File: config.mk
export PLATFORM = sky130hd
export DESIGN_NAME = multibyte_add_seq
export DESIGN_NICKNAME = d
export VERILOG_FILES = /design/src/rtl/multibyte_add_seq.sv
export SDC_FILE = /design/constraint.sdc
export NUM_CORES = 1
export LEC_CHECK = 0
export ABC_AREA = 1
export CORE_MARGIN = 2
export CORE_UTILIZATION = 35
export CTS_BUF_LIST = sky130_fd_sc_hd__clkbuf_8
export DETAILED_ROUTE_END_ITERATION = 10
export GPL_ROUTABILITY_DRIVEN = 0
export GPL_TIMING_DRIVEN = 0
export HOLD_SLACK_MARGIN = 0.15
export PLACE_DENSITY = 0.7
export SLEW_MARGIN = 25
export SYNTH_ARGS = -nofsm -noshare
export SYNTH_HDL_FRONTEND = slang
export SYNTH_SLANG_ARGS = --single-unit
File: constraint.sdc
create_clock -name clk -period 2.1 [get_ports clk]
set_input_delay 0.21 -clock clk [delete_from_list [all_inputs] [get_ports clk]]
set_output_delay 0.21 -clock clk [all_outputs]
set_load 0.05 [all_outputs]
File: src/rtl/multibyte_add_seq.sv
`default_nettype none
// =============================================================================
// Module   : multibyte_add_seq
// Purpose  : N-byte add/subtract sequenced one byte per clock through an
//            external 8-bit combinational ripple-carry adder.
// Revision : 1.0 - initial release
// =============================================================================
module multibyte_add_seq #(
    parameter int NBYTES = 4
) (
    input  logic                  clk,
    input  logic                  rst,
    input  logic                  start,
    input  logic                  sub,
    input  logic [8*NBYTES-1:0]   a,
    input  logic [8*NBYTES-1:0]   b,
    output logic                  busy,
    output logic                  done,
    output logic [8*NBYTES-1:0]   sum,
    output logic                  cout,
    output logic                  ovf,
    output logic [7:0]            add_a,
    output logic [7:0]            add_b,
    output logic                  add_cin,
    input  logic [7:0]            add_s,
    input  logic                  add_cout
);

    localparam int W     = 8 * NBYTES;
    localparam int IDX_W = (NBYTES > 1) ? $clog2(NBYTES) : 1;
    localparam logic [IDX_W-1:0] C_LAST_IDX = IDX_W'(NBYTES - 1);

    typedef enum logic [1:0] {
        S_IDLE = 2'd0,
        S_RUN  = 2'd1,
        S_DONE = 2'd2
    } state_t;

    state_t             state_q, state_d;
    logic [W-1:0]       opa_q, opa_d;
    logic [W-1:0]       opb_q, opb_d;
    logic               carry_q, carry_d;
    logic [IDX_W-1:0]   idx_q, idx_d;
    logic [W-9:0]       acc_q, acc_d;
    logic [W-1:0]       sum_q, sum_d;
    logic               cout_q, cout_d;
    logic               ovf_q, ovf_d;

    logic [IDX_W+2:0]   w_ofs;
    logic               w_run;

    assign w_ofs = {idx_q, 3'b000};
    assign w_run = (state_q == S_RUN);

    always_comb begin
        state_d = state_q;
        opa_d   = opa_q;
        opb_d   = opb_q;
        carry_d = carry_q;
        idx_d   = idx_q;
        acc_d   = acc_q;
        sum_d   = sum_q;
        cout_d  = cout_q;
        ovf_d   = ovf_q;
        case (state_q)
            S_IDLE, S_DONE: begin
                if (start) begin
                    // Subtraction is A + ~B + 1: invert B once here, inject the +1 as carry-in.
                    state_d = S_RUN;
                    opa_d   = a;
                    opb_d   = sub ? ~b : b;
                    carry_d = sub;
                    idx_d   = '0;
                end else begin
                    state_d = S_IDLE;
                end
            end
            S_RUN: begin
                carry_d = add_cout;
                if (idx_q == C_LAST_IDX) begin
                    sum_d   = {add_s, acc_q};
                    cout_d  = add_cout;
                    ovf_d   = (opa_q[W-1] == opb_q[W-1]) && (add_s[7] != opa_q[W-1]);
                    state_d = S_DONE;
                end else begin
                    acc_d[w_ofs +: 8] = add_s;
                    idx_d             = idx_q + 1'b1;
                end
            end
            default: state_d = S_IDLE;
        endcase
    end

    always_ff @(posedge clk) begin
        if (rst) begin
            state_q <= S_IDLE;
            opa_q   <= '0;
            opb_q   <= '0;
            carry_q <= 1'b0;
            idx_q   <= '0;
            acc_q   <= '0;
            sum_q   <= '0;
            cout_q  <= 1'b0;
            ovf_q   <= 1'b0;
        end else begin
            state_q <= state_d;
            opa_q   <= opa_d;
            opb_q   <= opb_d;
            carry_q <= carry_d;
            idx_q   <= idx_d;
            acc_q   <= acc_d;
            sum_q   <= sum_d;
            cout_q  <= cout_d;
            ovf_q   <= ovf_d;
        end
    end

    assign busy    = w_run;
    assign done    = (state_q == S_DONE);
    assign sum     = sum_q;
    assign cout    = cout_q;
    assign ovf     = ovf_q;
    assign add_a   = w_run ? opa_q[w_ofs +: 8] : 8'h00;
    assign add_b   = w_run ? opb_q[w_ofs +: 8] : 8'h00;
    assign add_cin = w_run & carry_q;

endmodule
`default_nettype wire

Word-level counts from Yosys, hierarchy flattened

Index checks and enable logic that the tools add are counted.

Add/sub/neg operators: 2
Multipliers: 0
Div/mod/pow operators: 0
Magnitude comparators: 0
Equal/unequal tests: 8
Shift-type cells: 4
Multiplexer cells: 12
Bitwise gates (word level): 3
Reductions and logical operators: 9

Operators by type and width:

| cell                     | number |
|---|---|
| $shiftx A32 B6 Y8        | 2 |
| $mux W32                 | 1 |
| $not A32 Y32             | 1 |
| $bwmux W24               | 1 |
| $shift A8 B7 Y24 const A | 1 |
| $shiftx A8 B7 Y24        | 1 |
| $mux W8                  | 2 |
| $pmux W2 S2              | 2 |
| $reduce_and A2 Y1        | 4 |
| $neg A5 Y7               | 1 |
| $mux W2                  | 3 |
| $eq A2 B2 Y1 const B     | 2 |
| $ne A2 B2 Y1 const B     | 2 |
| $reduce_and A3 Y1        | 1 |
| $add A2 B1 Y2 const B    | 1 |
| $eq A2 B1 Y1 const B     | 1 |
| $logic_not A2 Y1         | 1 |
| $mux W1                  | 2 |
| $ne A2 B1 Y1 const B     | 1 |
| $pmux W1 S2              | 1 |
| $reduce_bool A2 Y1       | 1 |
| $reduce_or A2 Y1         | 1 |
| $and A1 B1 Y1            | 1 |
| $eq A1 B1 Y1             | 1 |
| other kinds (3)          | 3 |

Register bits: 127
Bits in latches: 0
Memory bits (writable): 0
ROM bits: 0
Input bits: 77
Output and inout bits: 53
Logic and storage cells: 47
Memories kept: 0

Logic depth before layout (Yosys ltp)

Gate-level depths: netlist of the first run.

Depth after elaboration: 4
Depth in mapped cells: 11
Depth with buffers taken out: 8

Worst setup path after synthesis of the first run

No wires, ideal clock.

Path kind: reg2out
Start: reg idx_q[0]
End: out add_b[2]
Data arrival time: 1.688 ns
Required time: 1.890 ns
Setup slack: 0.202 ns
Stages on the path, launching flop included: 7
Buffers on the path: 2
Cells stage by stage: dfxtp_1 > buf_2 > buf_2 > nor2_1 > nor2_1 > o21ai_0 > a21oi_1

Longest elaborated chain between the ends: 2

Ends and longest elaborated chain:

| item                     | RTL line | text |
|---|---|---|
| start: declaration       | 43       | `logic [IDX_W-1:0] idx_q, idx_d;` |
| start signal: assignment | 110      | `idx_q <= idx_d;` |
| $shiftx A32 B6 Y8        | 124      | `assign add_b = w_run ? opb_q[w_ofs +: 8] : 8'h00;` |
| $mux W8                  | 124      |  |
| end: declaration         | 23       | `output logic [7:0] add_b,` |

Every way passes these cells.

Worst setup path in the final report of the first run

Start: reg idx_q[0]
End: out add_b[4]

The elaborated chain is that of the path after synthesis.

==> results of run 1 <==
-- layout by cell type, fill, tap and decap left out, types with 18 or more instances in the layout --
master,n
a21oi_1,46
nand2_1,74
clkbuf_8,18
xnor2_1,32
buf_4,25
dfxtp_1,125
clkdlybuf4s50_1,109
inv_1,38
nor2_1,268
o21ai_0,114
-- worst max-delay path: cells and delay by family, from the launching register on --
kind / cells / cell delay (ns)
flops: 1 / 0.34
simple gates: 2 / 0.17
buf+inv: 3 / 0.56
compound gates: 2 / 0.30
-- state kept, by name, summed over array words and instances, names as in the netlist --
| name | count |
|---|---|
| opa_q | 32 |
| opb_q | 32 |
| sum | 32 |
| acc_q | 24 |
| idx_q | 2 |
| state_q | 2 |
| carry_q | 1 |
| cout | 1 |
| ovf | 1 |
-- cell type report --
cell class	instances	area share, %
clock buffer	18	3.22
multi-input combinational	582	35.4
clock inverter	12	1.06
tap	216	3.52
timing repair buffer	132	16.6
sequential	127	33.1
buffer	51	5.01
inverter	42	2.05
-- synthesized netlist by cell type, types with 3 or more instances --
cell,count
nor2_1,269
dfxtp_1,127
o21ai_0,123
nand2_1,74
a21oi_1,48
inv_1,36
xnor2_1,32
buf_2,21
clkbuf_1,11
buf_6,10
nand3_1,10
buf_4,6
inv_2,6
ha_1,5
o21ai_1,5
nand2_2,3
nand2_4,3
-- final timing paths --
| path | from | to | slack, ns | cells after the start |
|---|---|---|---|---|
| max | idx_q[0] | add_b[4] | 0.05 | 7 |
| min | a[11] | opa_q[11] | 0.39 | 3 |
| max reg2reg | idx_q[0] | acc_q[17] | 0.18 | 11 |
| min reg2reg | opa_q[25] | opa_q[25] | 0.48 | 2 |
-- power by group through the flow --
| stage | clock network [W] | registers (W) | logic (W) |
|---|---|---|---|
| 2_1_floorplan | 0 | 0.00270 | 0.000729 |
| 6_report | 0.00184 | 0.00265 | 0.00120 |
| 5_1_grt | 0.00199 | 0.00266 | 0.00132 |
| 3_5_place_dp | 0 | 0.00270 | 0.00115 |
| 3_3_place_gp | 0 | 0.00269 | 0.00114 |
| 4_1_cts | 0.00187 | 0.00265 | 0.00117 |
-- cell families (layout without fill, tap and decap cells) --
logic type / after synthesis / count (layout)
adders and majority gates: 5 / 5
AOI/OAI and AO/OA: 180 / 180
and+or+nand+nor: 365 / 365
buffers and inverters: 94 / 255
DFF: 127 / 127
xor gates and xnor gates: 32 / 32
-- through the flow --
stage | total power, W | hold slack (ns)
5_1_grt | 0.00597 | 0.380
3_5_place_dp | 0.00384 | 0.467
4_1_cts | 0.00568 | 0.364
6_report | 0.00568 | 0.386
3_3_place_gp | 0.00383 | 0.455
2_1_floorplan | 0.00343 | 0.282
-- per-layer routing --
layer / vias to the layer above / share of wire, % / track usage [%]
met5: - / 0 / 0
met4: 0 / 1.4 / 6.16
met2: 172 / 45 / 30.4
met3: 22 / 5.5 / 4.38
met1: 2468 / 48 / 24.7
li1: 2839 / - / -
-- what timing repair did --
| action | in CTS | in global routing |
|---|---|---|
| hold endpoints to repair | 3 | 0 |
| gates resized for setup | 125 | 19 |
| setup endpoints to repair | 27 | 20 |
| pin swaps | 3 | 5 |
| hold buffers | 1 | 0 |
| setup buffers | 0 | 3 |
==> impl_metrics.yaml, run 1 <==
logic_synthesis:
  synthSimpleGateAreaFrac_pct: 25.3
  synth_fa_ha_area_share_pct: 1.09
  synthFlopType: "dfxtp_1"
  synth-compound-area-share_pct: 15.9
  synth_cell_types: 25
  ys_ff_latch: 127
  synth_top_cell_by_area: "dfxtp_1"
  postSynthAreaPerCell_um2: 7.13
  synthTopCellsByArea: "dfxtp_1 (44%), nor2_1 (18%), o21ai_0 (11%), xnor2_1 (4.9%), nand2_1 (4.8%)"
  synth_xor_area_share_pct: 4.89
  yosysSeqAreaShare_pct: 44.4
  muxShareOfSynthArea_pct: 0
  synth-edff-count: 0
  synth_area_um2: 5730
  syn_inst: 803
  synth-async-reset-ratio_pct: 0
  synth_top_area_share_pct: 44.4
  ys_warn_count: 0
  syn_nets: 885
  synth_top_family_by_area: "simple AND/OR/NAND/NOR gates"
timing:
  worst_pin_slew_ns: 0.586
  setup_violations: 0
  finalMaxSlewViolations: 0
  rsz0062_at_grt: "no"
  finalSetupTns_ns: 0
  period_needed_ns: 2.05
  setup_ws_ns: 0.0526
  hold_viol_final: 0
  period_share_pct: 97.5
  slew_headroom_pct: 60.8
  max_freq_ghz: 0.488
  skew_ns: 0.0106
global_route:
  antenna_found_initial: 0
  track_usage_pct: 18.8
  grt_pass1_wl_mm: 26.1
  grt_max_degree: 17
  grt_overflow: 0
  grt_pass1_vias: 5184
floorplanning:
  start_util_pct: 35.9
  core_um2: 15900
  die_height_um: 132
  rows: 46
  io_pins: 130
  die_area_um2: 17400
  die_w_um: 132
placed_design:
  dpl_cell_area_um2: 7280
  dp_cells: 1147
  dp_hpwl_mm: 11.8
  port_buffers: 128
  post-place-ws_ns: -0.273
pwr:
  power_density_nw_per_um2: 739
  combPwrFrac_pct: 21.1
  leakage_nw: 3.34
  seqPwrFrac_pct: 46.6
  clock_power_share_pct: 32.4
  ir_worst_vdd_mv: 0.421
  p_switching_w: 0.00170
  swShare_pct: 30.0
  p_int_w: 0.00398
final_layout:
  drive_gt1_share_pct: 11.6
  post_layout_nonfiller_instances: 1180
  areaGrowthSynthToFinish_pct: 34.1
  fill_cells: 1654
  seq_area_um2: 2540
  antenna_cells: 0
  multi_input_area_um2: 2720
  fin_nets: 1035
  postLayoutCellArea_um2: 7680
  final_util_pct: 48.2
clocking:
  cts_tree: "yes"
  clockBufferDepth: 2
  h-tree-depth: 4
  clock-sinks: 127
  cts_made_buffers: 17
  insertion_delay_ns: 0.45
  root_buffer: "clkbuf_8"
  clkTransAtPathRegs_ns: 0.07
routing:
  first_iter_violations: 427
  drc_errors: 0
  final_antenna_net_count: 0
  drt_pass1_iterations: 6
  vias: 5501
  vias_per_cell: 4.66
  routed_wl_mm: 15.9
  avgRoutedWirePerCell_um: 13.5
hold_path:
  hold_path_class: "input port to flop"
critical_path:
  path_class: "flop to output pin"
  end_kind: "output pin"
  start_kind: "flop"
  slowest_stage: "dfxtp_2"
  path_cells: "buf_8 > buf_4 > nor2_1 > nor2_1 > o21ai_1 > a21oi_1 > buf_4"
  worstPathArrival_ns: 1.84
  max_stage_delay_ns: 0.34
  critPathMaxFanout: 10
  worstPathRequired_ns: 1.89
outcome:
  status: "completed"
job:
  cap_violations: 0
No activity file was read; power rests on OpenSTA's default activity.
==> run 2: changes to the inputs <==
clock period = 2 ns   (was 2.1 ns; I/O delays follow)
==> impl_metrics.yaml, run 2 (synthesized netlist as in run 1, its figures left out) <==
outcome:
  status: "completed"
timing:
  period_share_pct: 99.6
  worst_pin_slew_ns: 0.584
  skew_ns: 0.0110
  rsz0062_at_grt: "yes"
  finalSetupTns_ns: 0
  setup_violations: 0
  period_needed_ns: 1.99
  hold_viol_final: 0
  finalMaxSlewViolations: 0
  max_freq_ghz: 0.502
  slew_headroom_pct: 61.0
clocking:
  cts_tree: "yes"
  clockBufferDepth: 2
  h-tree-depth: 4
  clkTransAtPathRegs_ns: 0.07
  insertion_delay_ns: 0.45
  cts_made_buffers: 17
  root_buffer: "clkbuf_8"
  clock-sinks: 127
routing:
  first_iter_violations: 502
  vias_per_cell: 4.64
  avgRoutedWirePerCell_um: 13.6
  routed_wl_mm: 16.1
  final_antenna_net_count: 0
  vias: 5495
  drc_errors: 0
  drt_pass1_iterations: 5
floorplanning:
  die_w_um: 132
  die_height_um: 132
  start_util_pct: 35.9
  die_area_um2: 17400
  rows: 46
  core_um2: 15900
  io_pins: 130
placed_design:
  dp_hpwl_mm: 11.8
  port_buffers: 128
  dp_cells: 1147
pwr:
  ir_worst_vdd_mv: 0.484
  leakage_nw: 3.36
  power_density_nw_per_um2: 773
final_layout:
  multi_input_area_um2: 2770
  final_util_pct: 48.8
  drive_gt1_share_pct: 13.4
  fin_nets: 1039
  final_cell_mix: "nor2_1 (266), dfxtp_1 (124), clkdlybuf4s50_1 (109)"
  post_layout_nonfiller_instances: 1184
  fill_cells: 1636
  layout_commonest_cell: "nor2_1"
  areaGrowthSynthToFinish_pct: 35.9
  antenna_cells: 0
  seq_area_um2: 2550
critical_path:
  path_class: "flop to output pin"
  start_kind: "flop"
  reg2regPathDepth: 11
  worstPathRequired_ns: 1.80
  end_kind: "output pin"
  r2r_start: "idx_q[0]"
  critPathMaxFanout: 7
  crit_buf_inv: 5
  slowest_stage: "dfxtp_2"
  regToRegSetupSlack_ns: 0.14
  critPathTopFamily: "buffers and inverters"
  crit_path_frequent_cell: "buf_6"
  max_stage_delay_ns: 0.33
  reg2reg_to: "acc_q[17]"
  path_cells: "buf_6 > inv_2 > buf_8 > buf_6 > o21ai_0 > a21oi_1 > buf_4"
  worstPathArrival_ns: 1.79
hold_path:
  min_path_cells: 3
  min_to: "opa_q[17]"
  hold_path_class: "input port to flop"
  min_from: "a[17]"
global_route:
  grt_max_degree: 17
  grt_pass1_vias: 5223
  track_usage_pct: 18.9
  antenna_found_initial: 0
  grt_overflow: 0
  grt_pass1_wl_mm: 26.2
job:
  cap_violations: 0
## run 2: layout make-up
type / instances / share of cell area [%]
repair buffers: 136 / 16.8
inverters: 42 / 2.02
clock inverters: 12 / 1.04
plain buffers: 51 / 5.16
multi-input cells: 582 / 35.6
well taps: 216 / 3.47
clock buffers: 18 / 3.18
flip-flops and latches: 127 / 32.7
## run 2: where the power goes
| part | total [W] | internal [W] | switching, W |
|---|---|---|---|
| clock | 0.00193 | 0.000964 | 0.000969 |
| sequential | 0.00278 | 0.00269 | 0.0000868 |
| combinational | 0.00130 | 0.000541 | 0.000761 |
## run 2: worst min-delay path, delay by kind of cell
family                 cells  cell delay, ns
AND/OR/NAND/NOR            1            0.05
buffers and inverters      1            0.39
AO/OA/AOI/OAI              1            0.15
## run 2: layer usage
layer  routed length [um]  GRT usage, %
met2                 7300          30.5
met5                    0             0
met3                  927          4.42
met4                  262          6.52
met1                 7580          24.8
## run 2: repair_timing
| item | in CTS | in global routing |
|---|---|---|
| pin swaps | 5 | 8 |
| cloned | 1 | 0 |
| hold buffers | 1 | 0 |
| gates resized for setup | 138 | 36 |
| buffers inserted | 5 | 1 |
| endpoints found under the hold margin | 3 | 0 |
| endpoints found under the setup margin | 41 | 28 |
## run 2: stage by stage
step,setup WS [ns],hold WS [ns],area [um^2],power [W]
after detailed placement,-0.363,0.467,7280,0.00404
after global routing,-0.0471,0.372,7790,0.00632
final,0.00839,0.374,7790,0.00602
after CTS,0.00142,0.354,7700,0.00600
after global placement,-0.379,0.455,7280,0.00403
after floorplan,0.112,0.272,5730,0.00360
## run 2: worst max path at each step
stage                           to  cells past startpoint  startpoint
final                     add_a[7]                      7    idx_q[0]
after global routing      add_a[3]                      6    idx_q[0]
after CTS                  add_cin                      5  state_q[1]
after detailed placement  add_b[4]                      6    idx_q[1]
after global placement    add_b[0]                      7    idx_q[0]
after floorplan           add_b[2]                      6    idx_q[0]
==> run 3: changes to the inputs <==
clock period = 2.32 ns   (was 2 ns; I/O delays follow)
==> impl_metrics.yaml, run 3 (synthesized netlist as in run 1, its figures left out) <==
routing:
  vias_per_cell: 4.63
  final_antenna_net_count: 0
  drc_errors: 0
  vias: 5450
  routed_wl_mm: 15.9
  drt_pass1_iterations: 5
  avgRoutedWirePerCell_um: 13.5
  first_iter_violations: 423
global_route:
  grt_max_degree: 17
  grt_overflow: 0
  track_usage_pct: 18.8
  grt_pass1_wl_mm: 26.1
  antenna_found_initial: 0
  grt_pass1_vias: 5181
hold_path:
  min_from: "a[0]"
  hold_path_class: "input port to flop"
  min_path_cells: 3
  min_to: "opa_q[0]"
pwr:
  seqPwrFrac_pct: 46.8
  swShare_pct: 30.1
  power.total_w: 0.00511
  clock_power_share_pct: 32.6
  p_int_w: 0.00357
  ir_worst_vdd_mv: 0.408
  leakage_nw: 3.29
  p_switching_w: 0.00154
  combPwrFrac_pct: 20.5
  power_density_nw_per_um2: 672
floorplanning:
  io_pins: 130
  core_um2: 15900
  die_w_um: 132
  die_height_um: 132
  start_util_pct: 35.9
  die_area_um2: 17400
  rows: 46
clocking:
  post-cts-setup-buffer-count: 0
  clock-sinks: 127
  insertion_delay_ns: 0.46
  clkTransAtPathRegs_ns: 0.07
  cts_made_buffers: 17
  h-tree-depth: 4
  clockBufferDepth: 2
  cts_tree: "yes"
  root_buffer: "clkbuf_8"
final_layout:
  fin_nets: 1033
  layout_commonest_cell: "nor2_1"
  final_cell_mix: "nor2_1 (269), dfxtp_1 (127), o21ai_0 (117)"
  final_util_pct: 47.7
  drive_gt1_share_pct: 10.9
  areaGrowthSynthToFinish_pct: 32.7
  antenna_cells: 0
critical_path:
  start_kind: "flop"
  reg2regPathDepth: 11
  worstPathRequired_ns: 2.09
  critPathMaxFanout: 12
  startpoint: "idx_q[0]"
  regToRegSetupSlack_ns: 0.19
  end_kind: "output pin"
  worstPathArrival_ns: 2.04
  path_class: "flop to output pin"
  r2r_start: "idx_q[0]"
  reg2reg_to: "acc_q[17]"
job:
  cap_violations: 0
placed_design:
  dp_hpwl_mm: 11.8
  port_buffers: 128
timing:
  max_freq_ghz: 0.441
  worst_pin_slew_ns: 0.591
  finalMaxSlewViolations: 0
  period_needed_ns: 2.27
  setup_violations: 0
  hold_viol_final: 0
  skew_ns: 0.00906
  slew_headroom_pct: 60.5
  period_share_pct: 97.8
outcome:
  status: "completed"
## run 3: how the worst max path moves through the flow
| stage | to | slack (ns) | cells past startpoint |
|---|---|---|---|
| after floorplan | add_b[2] | 0.40 | 6 |
| after global placement | add_b[0] | -0.09 | 7 |
| after detailed placement | add_b[4] | -0.08 | 6 |
| after CTS | add_b[1] | 0.004 | 7 |
| after global routing | add_b[5] | -0.007 | 7 |
| final | add_a[5] | 0.05 | 7 |
## run 3: layout make-up
type	instances	area, um^2
Buffer	52	344
Clock inverter	12	81.3
Tap cell	216	270
Timing Repair Buffer	129	1240
Sequential cell	127	2540
Multi-Input combinational cell	582	2720
Fill cell	1666	8340
Clock buffer	18	248
Inverter	42	158
## run 3: metrics by stage
step | setup TNS [ns] | hold slack [ns] | worst slack, ns | cell area [um^2] | std cells
detailed placement | -0.542 | 0.467 | -0.0753 | 7280 | 1147
floorplan | 0 | 0.304 | 0.400 | 5730 | 803
CTS | 0 | 0.386 | 0.00368 | 7550 | 1178
global route | -0.0125 | 0.402 | -0.00737 | 7600 | 1178
finish | 0 | 0.399 | 0.0518 | 7600 | 1178
global placement | -0.550 | 0.455 | -0.0914 | 7280 | 1147
## run 3: power groups by stage
stage / logic (W) / registers, W / clock network, W
global route: 0.00116 / 0.00241 / 0.00180
CTS: 0.00103 / 0.00239 / 0.00169
detailed placement: 0.00104 / 0.00244 / 0
finish: 0.00105 / 0.00239 / 0.00167
global placement: 0.00103 / 0.00244 / 0
floorplan: 0.000660 / 0.00245 / 0
## run 3: layer usage
| metal | GRT usage, % | wire length, um |
|---|---|---|
| met5 | 0 | 0 |
| met3 | 4.38 | 967 |
| met2 | 30.2 | 7110 |
| met1 | 24.7 | 7540 |
| met4 | 6.40 | 272 |
## run 3: what timing repair did
action                                 4_1_cts  5_1_grt
endpoints found under the hold margin        3        0
resized for setup                           92       29
hold buffers                                 1        0
pin swaps                                    0        1
setup endpoints to repair                   17       27
## run 3: critical path, cell delays in order, from the launching register on
cell	delay, ns
dfxtp_1	0.33
buf_4	0.18
inv_2	0.06
buf_4	0.17
clkbuf_4	0.25
o21ai_0	0.11
a21oi_1	0.23
buf_4	0.24
